## src/rtl/fpm_issue_arb.sv

```systemverilog
// Issue arbiter and pipeline-valid tracker for a LAT-stage multiplier shared by requesters A and B.
// Optional grant counters are enabled by defining FPM_ARB_PERF_CNT_EN.
module fpm_issue_arb #(
    parameter int LAT = 4
) (
    input  logic        clk,
    input  logic        rst,
    input  logic        req_a,
    input  logic        req_b,
    output logic        gnt_a,
    output logic        gnt_b,
    output logic        sel,
    output logic        issue,
    output logic        pipe_en,
    input  logic        flush,
    input  logic        out_ready,
    output logic        out_valid,
    output logic        out_id,
    output logic [3:0]  occ,
    output logic [1:0]  st,
    output logic [15:0] cnt_a,
    output logic [15:0] cnt_b
);

    // state | meaning
    // IDLE  | no operation in flight
    // RUN   | operations in flight, pipeline advancing
    // STALL | final stage held by downstream back-pressure
    typedef enum logic [1:0] {
        ST_IDLE  = 2'd0,
        ST_RUN   = 2'd1,
        ST_STALL = 2'd2
    } st_e;

    function automatic logic [3:0] popcnt(input logic [LAT-1:0] x);
        logic [3:0] c;
        c = '0;
        for (int i = 0; i < LAT; i++) begin
            c = c + {3'b000, x[i]};
        end
        return c;
    endfunction

    logic [LAT-1:0] v_q, v_d;
    logic [LAT-1:0] id_q, id_d;
    logic           rr_q, rr_d;   // last granted requester: 0=A, 1=B
    st_e            st_q, st_d;
    logic           gnt_ok;

    assign pipe_en   = !(v_q[LAT-1] && !out_ready);
    assign out_valid = v_q[LAT-1];
    assign out_id    = id_q[LAT-1];
    assign occ       = popcnt(v_q);
    assign st        = st_q;

    always_comb begin
        gnt_ok = pipe_en && !flush && !rst;
        gnt_a  = gnt_ok && req_a && (!req_b || rr_q);
        gnt_b  = gnt_ok && req_b && (!req_a || !rr_q);
        issue  = gnt_a || gnt_b;
        sel    = gnt_b;
    end

    always_comb begin
        v_d  = v_q;
        id_d = id_q;
        rr_d = rr_q;
        if (flush) begin
            v_d  = '0;
            id_d = '0;
        end else if (pipe_en) begin
            v_d  = {v_q[LAT-2:0], issue};
            id_d = {id_q[LAT-2:0], sel};
        end
        if (issue) begin
            rr_d = sel;
        end
    end

    always_comb begin
        st_d = st_q;
        if (flush) begin
            st_d = ST_IDLE;
        end else begin
            case (st_q)
                ST_IDLE: begin
                    if (issue) st_d = ST_RUN;
                end
                ST_RUN: begin
                    if (!pipe_en)                            st_d = ST_STALL;
                    else if (popcnt(v_d) == 4'd0 && !issue) st_d = ST_IDLE;
                end
                ST_STALL: begin
                    if (out_ready) st_d = ST_RUN;
                end
                default: st_d = ST_IDLE;
            endcase
        end
    end

    always_ff @(posedge clk) begin
        if (rst) begin
            v_q  <= '0;
            id_q <= '0;
            rr_q <= 1'b1;
            st_q <= ST_IDLE;
        end else begin
            v_q  <= v_d;
            id_q <= id_d;
            rr_q <= rr_d;
            st_q <= st_d;
        end
    end

`ifdef FPM_ARB_PERF_CNT_EN
    logic [15:0] cnt_a_q, cnt_a_d;
    logic [15:0] cnt_b_q, cnt_b_d;

    always_comb begin
        cnt_a_d = cnt_a_q;
        cnt_b_d = cnt_b_q;
        if (gnt_a) cnt_a_d = cnt_a_q + 16'd1;
        if (gnt_b) cnt_b_d = cnt_b_q + 16'd1;
    end

    always_ff @(posedge clk) begin
        if (rst) begin
            cnt_a_q <= '0;
            cnt_b_q <= '0;
        end else begin
            cnt_a_q <= cnt_a_d;
            cnt_b_q <= cnt_b_d;
        end
    end

    assign cnt_a = cnt_a_q;
    assign cnt_b = cnt_b_q;
`else
    assign cnt_a = '0;
    assign cnt_b = '0;
`endif

endmodule

```

## config.mk

```make
export PLATFORM = sky130hd
export DESIGN_NAME = fpm_issue_arb
export DESIGN_NICKNAME = d
export VERILOG_FILES = /design/src/rtl/fpm_issue_arb.sv
export SDC_FILE = /design/constraint.sdc
export NUM_CORES = 1
export LEC_CHECK = 0
export ABC_AREA = 1
export CORE_MARGIN = 10
export CORE_UTILIZATION = 34
export DETAILED_ROUTE_END_ITERATION = 16
export PLACE_DENSITY = 0.76
export SETUP_SLACK_MARGIN = 0.02
export SYNTH_ARGS = -nofsm -noshare
export SYNTH_HDL_FRONTEND = slang
export SYNTH_SLANG_ARGS = --single-unit
```

## constraint.sdc

```tcl
create_clock -name clk -period 2.8 [get_ports clk]
set_input_delay 0.56 -clock clk [delete_from_list [all_inputs] [get_ports clk]]
set_output_delay 0.56 -clock clk [all_outputs]
set_load 0.01 [all_outputs]
```

==> summary.md <==
| Metric | Value |
|---|---|
| Max Fclk | 375 MHz |
| Worst vdd ir | around 160 uV |
| Worst hold start | id_q[2]$_SDFFE_PP0N_ |
| Reg-to-reg startpoint | rr_q$_SDFFE_PP1N_ |
| Buffers added on ports | 17 |
| Flop-to-flop setup slack | between 200 and 250 ps |
| Pwr Density | approximately 320 nW/um2 |
| H-tree depth | 1 |
| First-pass iteration count of the detailed router | 4 |
| Clock Latency Late Sink | 290 ps |
| Final Max Tran Viols | 0 |
| Clock tree buffer depth | 2 |
| Pwr Total | roughly 0.00036 W |
| DR vias/cell | between 4 and 5 |
| GRT overflow | 0 |
| Largest net degree at the start of global routing | 8 |
| Reg2reg end | st[0]$_SDFFE_PP0P_ |
| Max cap viols | 0 |
| Final Hold Fails | 0 |
| Sink Count | 11 |
| Number of synthesized register bits | 11 |
| Synthesis-to-layout area growth | 27.6% |
| Layout cells sized above 1 | around 28% |
| Initial Util | around 36% |
| CTS tree | done |
| Top Ports | just over 50 |
| R2R depth | 16 |
| Synth Area per Inst | just under 8 um2 |
| Library cells used by synthesis | 23 |
| Chip height | approximately 71 um |
| Finished Layout Cells | 178 |
| Tmin final | roughly 2700 ps |
| Syn Inst Count | 114 |
| Status | completed |
| Drt drc | 0 |
| Syn Std Cell Area | 885 um2 |
| Critical Path Sink Type | primary output |
| Routed len/inst | between 10 and 15 um |
| Worst Skew | between 5 and 6 ps |
| WP data arrival | approximately 2100 ps |
| Num CTS Buffers | 3 |
| Required @ worst endpoint | approximately 2200 ps |
| Class of the worst hold path | flop to flop |
| Routability-driven placement congestion ratio | around 0.85 |
| Initial antenna violation count | 0 |
| Leak | approximately 0.57 nW |
| Worst-path maximum fanout | 3 |
| Vias in the first global route | 766 |
| Vias | about 730 |
| Final Net Count | between 150 and 200 |
| GRT Total Usage | between 8 and 9% |
| Setup CP Type | flop to primary output |
| Unrepaired setup endpoints after global routing | no |
| Worst-path clk slew | roughly 80 ps |
| Detailed Place HPWL | ~1900 um |
| Startpoint Class | flop |
| Starting DRT DRC Count | 20 |
| Chip width | 71.0 um |
| Setup Viol. Count Final | 0 |
| Post-route clock period utilization | around 95% |
| Worst Hold Path EP | id_q[3]$_SDFFE_PP0N_ |
| Placed Instances | 171 |
| Yosys warns | 0 |
| Root buffer cell | clkbuf_4 |
| First-pass GRT wire length | around 3400 um |
| Hold Crit Depth | 2 |
| DRT antenna net count | 0 |
| Core Footprint | approximately 2500 um2 |
| Die area | between 5000 and 6000 um2 |
| Sequential-to-total area share from yosys stat | between 20% and 30% |
| Antenna cells | 0 |
| Cell Rows | 18 |
| WL final | 2280 um |
==> cells in the mapped netlist (all sizes together) <==
cell | number | area share, %
nand4 | 1 | 2.4
ha | 4 | 5.7
nand2 | 9 | 5.5
a21oi | 5 | 3.3
o21ai | 5 | 2.8
fa | 2 | 4.5
or2 | 1 | 0.71
nor4 | 1 | 0.71
nand3 | 3 | 1.7
o211ai | 1 | 0.85
dfxtp | 11 | 25
conb | 1 | 0.42
buf | 34 | 29
o22ai | 2 | 1.4
nor3 | 3 | 1.7
nor2 | 11 | 6.1
inv | 20 | 8.5
==> cells by family after synthesis <==
family	after synthesis	synth area share, %
flip-flops	11	24.9
AO/OA/AOI/OAI	13	8.35
buffers and inverters	54	37.3
AND/OR/NAND/NOR	29	18.8
other	1	0.424
adder cells (fa/ha/maj)	6	10.2
==> through the flow <==
stage / setup TNS, ps / area (um2) / worst slack [ps] / hold WS, ps / utilization (%)
after detailed placement: -707 / 1050 / -707 / 459 / 42.5
after global placement: -603 / 1050 / -603 / 438 / 42.5
after global routing: 0 / 1130 / 5.26 / 498 / 45.6
final: 0 / 1130 / 131 / 472 / 45.6
after CTS: -103 / 1090 / -103 / 470 / 44.0
after floorplan: 0 / 1010 / 39.3 / 429 / -
==> sequential cells by signal, summed over array words and instances, names as in the netlist <==
register	cells
id_q	4
rr_q	1
st	2
v_q	4
==> layout by cell type (no fill, tap or decap), types with 3 or more instances in the layout <==
cell             count
conb_1              33
buf_4               17
inv_1               16
clkdlybuf4s50_1     11
dfxtp_1             10
nor2_1               8
nand2_1              5
o21ai_0              4
nor2_4               3
a21oi_1              3
nand3_1              3
clkbuf_4             3
==> critical path, stage by stage (launching register included) <==
cell,delay (ps)
dfxtp_1,380
inv_1,70
fa_1,510
inv_1,50
ha_1,170
ha_1,180
clkdlybuf4s50_1,470
==> worst max path at each step <==
stage	cells past startpoint	endpoint	slack (ps)	start
floorplan	17	st[0]$_SDFFE_PP0P_	40	rst
global placement	18	st[0]$_SDFFE_PP0P_	-600	rst
detailed placement	18	st[0]$_SDFFE_PP0P_	-710	rst
CTS	17	st[0]$_SDFFE_PP0P_	-100	req_a
global route	18	st[0]$_SDFFE_PP0P_	5	flush
finish	6	occ[2]	130	v_q[0]$_SDFF_PP0_
==> routing by layer <==
layer / routed length (um) / global-route usage, % / share of wire (%)
met1: 901 / 8.33 / 39
met5: 0 / 0 / 0
met3: 166 / 3.49 / 7.3
met4: 36 / 3.87 / 1.6
met2: 1180 / 14.3 / 52
==> power breakdown <==
group	total [W]	internal [W]	switching, W
logic	0.0000824	0.0000309	0.0000515
clock network	0.000118	0.0000532	0.0000648
registers	0.000160	0.000159	0.00000152
==> area by class of cell <==
type | instances | area [um2]
Tap cell | 30 | 37.5
Timing Repair Buffer | 32 | 269
Fill cell | 259 | 1350
Sequential cell | 11 | 221
Multi-Input combinational cell | 81 | 493
Clock inverter | 1 | 5.00
Inverter | 20 | 80.1
Clock buffer | 3 | 22.5
==> repair_timing <==
action / 4_1_cts / 5_1_grt
hold endpoints to repair: 0 / 0
pin swaps: 5 / 9
setup buffers: 1 / 2
endpoints found under the setup margin: 3 / 4
gates resized for setup: 7 / 24
hold buffers: 0 / 0
Power figures use the tool's default switching activity.
